**src/rtl/burst_load_seq.sv**
```systemverilog
// Burst request sequencer: buffers (addr, len) requests and drives the load pair en/inp of a
// free-running address counter. Define BURST_LOAD_SEQ_ASSERT_EN to compile in the property checks.
module burst_load_seq #(
   parameter int W     = 16,
   parameter int LW    = 8,
   parameter int DEPTH = 4
) (
   input  logic                     clk,
   input  logic                     rst,
   input  logic                     req_valid,
   output logic                     req_ready,
   input  logic [W-1:0]             req_addr,
   input  logic [LW-1:0]            req_len,
   output logic                     en,
   output logic [W-1:0]             inp,
   output logic                     last_beat,
   output logic                     busy,
   output logic [$clog2(DEPTH):0]   level
);

   localparam int AW  = $clog2(DEPTH);
   localparam int LVW = AW + 1;

   logic [W-1:0]  fifo_addr [DEPTH];
   logic [LW-1:0] fifo_len  [DEPTH];
   logic [AW-1:0] wr_ptr;
   logic [AW-1:0] rd_ptr;
   logic [LW-1:0] rem;

   logic          full;
   logic          empty;
   logic          push;
   logic          pop;
   logic [W-1:0]  head_addr;
   logic [LW-1:0] head_len;

   assign full      = (level == LVW'(DEPTH));
   assign empty     = (level == '0);
   assign req_ready = !full && !rst;
   assign push      = req_valid && req_ready;
   // A burst is finishing (or nothing is running): the head may load on this edge.
   assign pop       = (rem <= LW'(1)) && !empty;
   assign head_addr = fifo_addr[rd_ptr];
   assign head_len  = fifo_len[rd_ptr];
   assign busy      = (rem != '0) || !empty || en;

   // NOTE: the storage array has no reset; pointers and level define which entries are valid.
   always_ff @(posedge clk) begin
      if (push) begin
         fifo_addr[wr_ptr] <= req_addr;
         fifo_len[wr_ptr]  <= req_len;
      end
   end

   always_ff @(posedge clk) begin
      if (rst) begin
         en        <= 1'b0;
         inp       <= '0;
         last_beat <= 1'b0;
         rem       <= '0;
         wr_ptr    <= '0;
         rd_ptr    <= '0;
         level     <= '0;
      end else begin
         last_beat <= (rem == LW'(1));
         if (pop) begin
            rd_ptr <= rd_ptr + AW'(1);
            if (head_len != '0) begin
               en  <= 1'b1;
               inp <= head_addr;
               rem <= head_len;
            end else begin
               en  <= 1'b0;
               rem <= '0;
            end
         end else begin
            en <= 1'b0;
            if (rem != '0)
               rem <= rem - LW'(1);
         end

         if (push)
            wr_ptr <= wr_ptr + AW'(1);

         case ({push, pop})
            2'b10:   level <= level + LVW'(1);
            2'b01:   level <= level - LVW'(1);
            default: level <= level;
         endcase
      end
   end

`ifdef BURST_LOAD_SEQ_ASSERT_EN
   a_en_after_rem: assert property (@(posedge clk) disable iff (rst)
      en |-> ($past(rem) <= LW'(1)));

   a_level_bound: assert property (@(posedge clk)
      level <= LVW'(DEPTH));

   // The reset edge itself clears inp, so the cycle right after reset is exempt.
   a_inp_hold: assert property (@(posedge clk) disable iff (rst)
      (!en && !$past(rst)) |-> $stable(inp));

   a_back_to_back: assert property (@(posedge clk) disable iff (rst)
      (last_beat && en) |-> ($past(rem) == LW'(1)));
`else
   // Property checks are excluded from this build.
`endif

endmodule

```
**config.mk**
```make
export PLATFORM = sky130hd
export DESIGN_NAME = burst_load_seq
export DESIGN_NICKNAME = d
export VERILOG_FILES = /design/src/rtl/burst_load_seq.sv
export SDC_FILE = /design/constraint.sdc
export NUM_CORES = 1
export LEC_CHECK = 0
export BUFFER_PORTS_ARGS = -buffer_cell sky130_fd_sc_hd__buf_2
export CAP_MARGIN = 20
export CORE_ASPECT_RATIO = 0.75
export CORE_UTILIZATION = 35
export DETAILED_ROUTE_END_ITERATION = 6
export PLACE_DENSITY = 0.64
export SETUP_SLACK_MARGIN = 0.1
export SLEW_MARGIN = 20
export SYNTH_ARGS = -nofsm -noshare
export SYNTH_HDL_FRONTEND = slang
export SYNTH_SLANG_ARGS = --single-unit
```
**constraint.sdc**
```tcl
create_clock -name clk -period 3.55 [get_ports clk]
set_input_delay 0 -clock clk [delete_from_list [all_inputs] [get_ports clk]]
set_output_delay 0 -clock clk [all_outputs]
set_load 0.01 [all_outputs]
```
==> results of run 1 <==
final timing paths:
check	startpoint	slack, ps	end
worst max-delay path	rem[0]	870	level[2]
worst min-delay path	req_valid	60	wr_ptr[1]
worst max register to register	rem[0]	870	level[2]
worst min register to register	inp[10]	490	inp[10]
cells by family after synthesis:
kind of cell | synth area share, %
DFF | 70.80
and+or+nand+nor | 6.403
muxes | 13.99
AOI/OAI and AO/OA | 3.066
buffers and inverters | 1.805
xor gates and xnor gates | 1.557
adders and majority gates | 2.373
synth_stat cells (5+ instances only):
cell / number / share of area (%)
inv_1: 8 / 0.59
mux4_2: 22 / 9.8
ha_1: 8 / 2.0
dfxtp_1: 35 / 14
clkbuf_1: 7 / 0.52
a21oi_1: 9 / 0.89
nand2_1: 9 / 0.67
edfxtp_1: 96 / 57
nor2_1: 32 / 2.4
mux2i_1: 16 / 3.2
xnor2_1: 5 / 0.87
state kept, by name, summed over array words and instances (netlist names), named ones only:
register and count:
level 3, last_beat 1, rem 8, fifo_addr 64, fifo_len 32, rd_ptr 2
en 1, inp 16, wr_ptr 2
per-stage QoR:
stage               hold slack (ps)  util, %  instances
floorplan                     68.30        -        293
global placement              212.4    39.85        534
detailed placement            221.8    39.85        534
CTS                           33.87    45.73        590
global route                  66.17    45.73        590
finish                        56.36    45.73        590
layer usage:
layer  track usage [%]  part of all wire [%]  vias to the layer above
met5                 0                     0                        -
met4             6.988                   1.4                        0
met3             3.919                   3.5                       14
met2             22.71                    47                       48
met1             18.48                    48                     1384
li1                  -                     -                     1314
area by class of cell:
| cell class | count | share of cell area [%] |
|---|---|---|
| clock buffer | 23 | 7.029 |
| timing repair buffer | 81 | 8.561 |
| multi-input combinational | 142 | 21.76 |
| inverter | 9 | 0.5301 |
| sequential | 131 | 56.23 |
| tap | 195 | 3.829 |
| clock inverter | 9 | 2.062 |
report_power, final:
| part | total [mW] | switching, mW | internal (mW) |
|---|---|---|---|
| Combinational | 0.875 | 0.450 | 0.425 |
| Clock | 1.72 | 0.614 | 1.10 |
| Sequential | 1.88 | 0.108 | 1.77 |
worst reg2reg max path, cell delays in order (launching register included):
cell,delay (ps)
dfxtp_1,330
inv_1,110
ha_1,280
o32a_1,230
nand3_1,90
buf_4,210
clkinv_1,150
ha_1,200
inv_1,60
fa_1,380
xor2_1,150
or3_1,300
a21oi_1,130
repair_timing:
item | 4_1_cts | 5_1_grt
hold buffers | 24 | 0
hold endpoints to repair | 96 | 0
gates resized for setup | 0 | 0
==> results.md, run 1 <==
- WP data required: 3880 ps
- Register area share after synthesis: 70.80%
- All-Layer GR Usage: 14.41%
- Synth unique cells: 37
- Worst Setup End Kind: flip-flop
- Final WS setup: 870.8 ps
- Power, Total: 4.475 mW
- Final Max Slew Viols: 0
- Cells on Worst Hold Path: 3
- Final HPWL DP: 5.837 mm
- Total negative slack: 0 ps
- Initial antenna violation count: 0
- Arr. time, crit path: 3010 ps
- Post-CTS Setup Inserts: 0
- Largest net degree at the start of global routing: 32
- Final Setup Violations: 0
- # rows: 37
- Power per cell area: 702.3 mW/mm2
- Sequential Area: 0.003583 mm2
- RSZ-0062 raised after global routing: false
- DR iter-0 viols: 213
- Most used DFF post-synth: edfxtp_1
- Syn. warnings: 0
- Synthesized Nets: 329
- Area of the core: 0.01393 mm2
- Worst slack, placed: 876.8 ps
- WP depth: 12
- Syn Area/Cell: 17.27 um2
- Area grow syn2layout: 25.91%
- Antenna-violating nets left: 0
- Syn Std Cell Area: 0.005061 mm2
- Fin crit period: 2679 ps
- Vias/cell: 4.678
- Dominant delay contributor by cell family on the critical path: adder cells
- Worst path cell trace: inv_1, ha_1, o32a_1, nand3_1, buf_4, clkinv_1, ha_1, inv_1, fa_1, xor2_1, or3_1, a21oi_1
- Hold Crit Class: input pin to flip-flop
- Reg2reg path depth: 12
- CP Launch Type: flip-flop
- Most frequent cells in the layout: 96 x edfxtp_1, 49 x buf_2, 35 x dfxtp_1
- DRC: 0
- Max-cap violations: 0
- Worst stage delay on the critical path: 380 ps
- Clk sink count: 131
- CP Class: flip-flop to flip-flop
- Die height: 106.1 um
- Clk_skew: 10.55 ps
- Yosys reg bits: 131
- Clk_lat worst skew: 410 ps
- DRT Wirelength: 9.637 mm
- Fillers: 1243
- Worst path slowest cell: fa_1
- Most common cell after layout, fill and taps aside: edfxtp_1
- Initial Utilization: 36.32%
- Post-synth EDFFs: 96
- Worst-Margin Slew: 947.3 ps
- Design area: 0.006372 mm2
- Hold violation total from the final report: 0
- Placement Cell Area: 0.005553 mm2
- Pre-Repair DR Iteration Count: 4
- CP Max Fanout: 13
- Tcrit/Tclk final: 75.47%
- Status: completed
- Port bufs: 49
- Clock transition at path regs: 50 ps
- Fmax: 0.3732 GHz
- Worst IR drop on VDD: 0.0004336 V
- Post-Synthesis Cells: 293
- CTS tree: done
- # IOs: 50
- Synth async-reset ratio: 0%
- Multi-input gate area in the final layout: 0.001386 mm2
- Via count: 2760
- Share of layout cells above drive strength 1: 27.59%
- # diodes: 0
- Nets: 418
- CTS max path bufs: 2
- DR WL/cell: 16.33 um
- Rel. slew slack: 36.76%
- Root Buffer Master: clkbuf_16
- Placer congestion estimate: 0.7320
- H-Tree Depth: 4
- First-pass GRT wire length: 15.57 mm
- Cts bufs inserted: 17
- Die width: 140.9 um
- Leakage power: 2.218 nW
- Overflow after GRT: 0
- Vias in the first global route: 2961
- Die area: 0.01495 mm2
- Buf/Inv on CP: 4
(Power assumes the default switching activity.)
==> inputs of run 2 (changes only) <==
Clock period 3.55 ns to 2.6 ns, I/O delays scaled along.
==> results.md, run 2 (synthesis results as in run 1) <==
- Status: completed
- Die width: 140.9 um (unchanged)
- CTS max path bufs: 2 (unchanged)
- Vias/cell: 4.688 (+0.22%)
- Internal Power: 4.298 mW (+30%)
- CP Max Fanout: 4 (-9)
- Max-cap violations: 0 (unchanged)
- Power per cell area: 942.0 mW/mm2 (+34%)
- Nets: 421 (+0.72%)
- Clk sink count: 131 (unchanged)
- Die height: 106.1 um (unchanged)
- Initial Utilization: 36.32% (unchanged)
- Share of layout cells above drive strength 1: 30.90% (+3.3 points)
- Worst IR drop on VDD: 0.0004777 V (+10%)
- Tcrit/Tclk final: 89.63% (+14 points)
- Net Switching: 1.740 mW (+48%)
- Buf/Inv on CP: 3 (-1)
- # diodes: 0 (unchanged)
- Final Core Density: 46.00% (+0.27 points)
- Max reg flops: 64 (unchanged)
- Worst hold slack: 88.89 ps (+32.54 ps)
- Pre-Repair DR Iteration Count: 4 (unchanged)
- Fmax: 0.4291 GHz (+15%)
- CP Launch Type: flip-flop
- Final WS setup: 269.6 ps (-601.1 ps)
- Leakage power: 2.233 nW (+0.66%)
- Worst Setup End Kind: flip-flop
- Overflow after GRT: 0 (unchanged)
- Most common cell after layout, fill and taps aside: edfxtp_1
- Final Setup Violations: 0 (unchanged)
- Fin crit period: 2330 ps (-348.9 ps)
- Area grow syn2layout: 26.65%
- Arr. time, crit path: 2660 ps (-350 ps)
- Worst stage delay on the critical path: 370 ps (about the same)
- Total negative slack: 0 ps (unchanged)
- Placer congestion estimate: 0.7553 (+3.2%)
- Sw frac: 28.81% (+2.6 points)
- RSZ-0062 raised after global routing: false
- Port bufs: 49 (unchanged)
- Initial antenna violation count: 0 (unchanged)
- DRC: 0 (unchanged)
- Worst-Margin Slew: 832.0 ps (-115.4 ps)
- Worst path slowest cell: fa_1
- All-Layer GR Usage: 13.72% (-0.69 points)
- Clk_lat worst skew: 400 ps (about the same)
- Largest regs: fifo_addr (64), fifo_len (32), inp (16)
- H-Tree Depth: 4 (unchanged)
- Largest Register: fifo_addr
- Worst path cell trace: inv_2, ha_2, o32a_1, nand3_1, clkinv_1, ha_1, inv_1, fa_1, xor2_1, or3_1, a21oi_1
- First-pass GRT wire length: 14.97 mm (-3.8%)
- Worst slack, placed: 153.3 ps (-723.5 ps)
- Dominant delay contributor by cell family on the critical path: adder cells
- Via count: 2780 (+0.72%)
- Vias in the first global route: 2863 (-3.3%)
- Final Max Slew Viols: 0 (unchanged)
- Hold violation total from the final report: 0 (unchanged)
- Antenna-violating nets left: 0 (unchanged)
- Share of total power in the clock network: 36.9% (-1.5 points)
- Final HPWL DP: 5.840 mm (about the same)
- Power, Total: 6.038 mW (+35%)
- Root Buffer Master: clkbuf_16
- Share of power burned in registers: 42.5% (+0.4 points)
- Area of the core: 0.01393 mm2 (unchanged)
- Post-CTS Setup Inserts: 0 (unchanged)
- DR WL/cell: 15.96 um (-2.3%)
- # IOs: 50 (unchanged)
- Most frequent cells in the layout: 96 x edfxtp_1, 49 x buf_2, 35 x dfxtp_1
- Rel. slew slack: 44.41% (+7.7 points)
- Worst R2R Setup Slack: 270 ps (-600 ps)
- DR iter-0 viols: 108 (-49%)
- Clk_skew: 10.99 ps (+0.4467 ps)
- Largest net degree at the start of global routing: 32 (unchanged)
- # rows: 37 (unchanged)
- Clock transition at path regs: 60 ps (about the same)
- Cts bufs inserted: 17 (unchanged)
- WP data required: 2930 ps (-950 ps)
- Combinational share of power: 20.6% (+1.0 points)
- CTS tree: done
- Die area: 0.01495 mm2 (unchanged)
- Hold Crit Class: input pin to flip-flop
- DRT Wirelength: 9.462 mm (-1.8%)
- CP Class: flip-flop to flip-flop
==> run 2: cell types whose count changed in the layout (fill, tap and decap cells not counted), moves of 2 or more <==
cell | before | now
bufinv_16 | 3 | 0
buf_4 | 8 | 10
ha_1 | 8 | 6
inv_2 | 0 | 2
inv_1 | 8 | 6
clkbuf_1 | 6 | 0
inv_6 | 1 | 4
inv_8 | 0 | 4
==> run 2: per-layer routing <==
metal  share of wire (%)  vias to the layer above  GRT usage [%]
li1                    -                     1314              -
met1                  48                     1398          17.14
met2                  48                       60          22.46
met3                 3.4                        8          3.829
met4                0.90                        0          5.823
met5                   0                        -              0
==> run 2: path summary, 6_finish.rpt <==
check,from,end,cells after the start
setup / recovery,rem[1],level[2],11
hold / removal,req_valid,wr_ptr[1],3
setup reg to reg,rem[1],level[2],11
hold reg to reg,inp[11],inp[11],2
==> run 2: power by group through the flow <==
stage | Sequential (mW) | Combinational, mW | Clock, mW
after floorplan | 2.59 | 0.891 | 0
after global routing | 2.58 | 1.37 | 2.37
after detailed placement | 2.61 | 1.21 | 0
after CTS | 2.57 | 1.24 | 2.28
after global placement | 2.60 | 1.19 | 0
final | 2.57 | 1.24 | 2.23
==> run 2: area by class of cell <==
| class | count | area [um2] |
|---|---|---|
| multi-input combinational | 142 | 1401 |
| tap | 195 | 244.0 |
| sequential | 131 | 3583 |
| timing repair buffer | 84 | 580.6 |
| clock buffer | 17 | 425.4 |
| fill | 1225 | 7525 |
| clock inverter | 15 | 141.4 |
| inverter | 9 | 33.78 |
==> run 2: timing repair <==
| item | CTS | global route |
|---|---|---|
| hold buffers | 24 | 0 |
| hold endpoints to repair | 96 | 0 |
| endpoints found under the setup margin | 0 | 17 |
| gates resized for setup | 0 | 5 |
==> run 2: through the flow <==
stage	instance area [um2]	std cells
after floorplan	5061	293
after global placement	5588	537
after detailed placement	5588	537
after CTS	6395	593
after global routing	6410	593
final	6410	593
==> run 2: worst register-to-register path, cell delays in order (launching register included) <==
cell and delay, ps:
dfxtp_1 340, inv_2 100, ha_2 190, o32a_1 190
nand3_1 120, clkinv_1 90, ha_1 170, inv_1 60
fa_1 370, xor2_1 160, or3_1 300, a21oi_1 160
==> inputs of run 3 (changes only) <==
Settings changed: CORE_UTILIZATION 35 to 45, PLACE_DENSITY 0.64 to 0.75.
==> results.md, run 3 (synthesis results as in run 1) <==
- Most common cell after layout, fill and taps aside: edfxtp_1
- Final HPWL DP: 5.308 mm (-9.1%)
- Most frequent cells in the layout: 96 x edfxtp_1, 49 x buf_2, 35 x dfxtp_1
- First-pass GRT wire length: 14.86 mm (-0.79%)
- # IOs: 50 (unchanged)
- Hold Crit Class: input pin to flip-flop
- Fmax: 0.4358 GHz (+1.6%)
- DRC: 0 (unchanged)
- Power, Total: 5.918 mW (-2.0%)
- Final Non-Filler Cells: 540 (-8.9%)
- Share of layout cells above drive strength 1: 30.00% (-0.90 points)
- Fin crit period: 2294 ps (-35.98 ps)
- Leakage power: 2.226 nW (-0.29%)
- Cts bufs inserted: 17 (unchanged)
- All-Layer GR Usage: 17.37% (+3.6 points)
- Pre-Repair DR Iteration Count: 4 (unchanged)
- Die area: 0.01168 mm2 (-22%)
- Largest Register: fifo_addr
- Die height: 93.85 um (-12%)
- Clk_skew: 10.17 ps (-0.8191 ps)
- Placer congestion estimate: 0.7642 (+1.2%)
- Sw frac: 28.10% (-0.72 points)
- Max-cap violations: 0 (unchanged)
- # diodes: 0 (unchanged)
- Tcrit/Tclk final: 88.25% (-1.4 points)
- CTS tree: done
- Vias in the first global route: 2945 (+2.9%)
- Hold violation total from the final report: 0 (unchanged)
- Worst path slowest cell: fa_1
- Net Switching: 1.663 mW (-4.4%)
- Die width: 124.5 um (-12%)
- Clk sink count: 131 (unchanged)
- Internal Power: 4.255 mW (-1.0%)
- WP data required: 2940 ps (about the same)
- Worst-Margin Slew: 414.2 ps (-417.7 ps)
- Largest net degree at the start of global routing: 32 (unchanged)
- Max reg flops: 64 (unchanged)
- Clock transition at path regs: 60 ps (about the same)
- H-Tree Depth: 4 (unchanged)
- RSZ-0062 raised after global routing: false
- Total negative slack: 0 ps (unchanged)
- DRT Wirelength: 9.420 mm (-0.44%)
- DR WL/cell: 17.44 um (+9.3%)
- # rows: 33 (-11%)
- Worst stage delay on the critical path: 370 ps (about the same)
- Largest regs: fifo_addr (64), fifo_len (32), inp (16)
- Rel. slew slack: 72.38% (+28 points)
- Vias/cell: 5.196 (+11%)
- Antenna-violating nets left: 0 (unchanged)
- CP Class: flip-flop to flip-flop
- Worst Setup End Kind: flip-flop
- CTS max path bufs: 2 (unchanged)
- Share of total power in the clock network: 35.2% (-1.7 points)
- Clk_lat worst skew: 410 ps (about the same)
- Combinational share of power: 21.5% (+0.9 points)
- Initial Utilization: 46.26% (+9.9 points)
- CP Launch Type: flip-flop
- Root Buffer Master: clkbuf_16
- Area of the core: 0.01094 mm2 (-21%)
- CP Max Fanout: 5 (+1)
- Status: completed
- Port bufs: 49 (unchanged)
- Final Max Slew Viols: 0 (unchanged)
- Final Setup Violations: 0 (unchanged)
- Power per cell area: 938.4 mW/mm2 (-0.38%)
- Area grow syn2layout: 24.60%
- Worst path cell trace: inv_2, ha_4, o32a_1, nand3_1, clkinv_1, ha_1, inv_1, fa_1, xor2_1, or3_1, a21oi_1
- Worst hold slack: 45.24 ps (-43.65 ps)
- Initial antenna violation count: 0 (unchanged)
- Share of power burned in registers: 43.3% (+0.8 points)
- Overflow after GRT: 0 (unchanged)
- Worst IR drop on VDD: 0.0005532 V (+16%)
- Inst Count DP: 482 (-10%)
- Via count: 2806 (+0.94%)
- Nets: 423 (+0.48%)
- Arr. time, crit path: 2630 ps (-30 ps)
- DR iter-0 viols: 184 (+70%)
run 3: final timing paths:
check / start / end / slack [ps] / depth (start not counted)
setup / recovery: rem[0] / level[2] / 310 / 11
hold / removal: req_valid / wr_ptr[1] / 50 / 3
setup reg to reg: rem[0] / level[2] / 310 / 11
hold reg to reg: inp[14] / inp[14] / 500 / 2
run 3: timing repair:
item	CTS	global route
setup endpoints to repair	0	16
hold buffers	24	0
buffers inserted	0	2
hold endpoints to repair	96	0
resized for setup	0	4
run 3: final cells by class:
class	count	area [um2]
inverters	9	33.78
clock buffers	19	432.9
flip-flops and latches	131	3583
repair buffers	86	595.6
well taps	140	175.2
multi-input cells	142	1399
fillers	818	4636
clock inverters	13	86.33
run 3: through the flow:
step	cell area [um2]	util, %	worst slack [ps]
2_1_floorplan	5061	-	190.4
3_3_place_gp	5507	50.33	294.5
4_1_cts	6266	57.27	190.3
5_1_grt	6306	57.63	128.1
3_5_place_dp	5507	50.33	207.2
6_report	6306	57.63	305.6
run 3: worst max-delay path, delay by kind of cell (launching register included):
kind | cells | cell delay [ps]
xor gates and xnor gates | 1 | 150
and+or+nand+nor | 2 | 420
buffers and inverters | 3 | 260
AOI/OAI and AO/OA | 2 | 330
adders and majority gates | 3 | 710
DFF | 1 | 340
run 3: power groups by stage:
stage          Clock [mW]  Combinational, mW  Sequential [mW]
2_1_floorplan           0              0.891             2.59
3_3_place_gp            0               1.16             2.59
3_5_place_dp            0               1.19             2.60
4_1_cts              2.12               1.22             2.56
5_1_grt              2.20               1.41             2.59
6_report             2.08               1.27             2.56
run 3: metal layers:
metal	wire [um]	GRT usage [%]	vias up
met3	547	6.606	14
li1	-	-	1321
met2	4796	29.51	85
met5	0	0	-
met4	125	6.928	0
met1	3950	19.98	1386
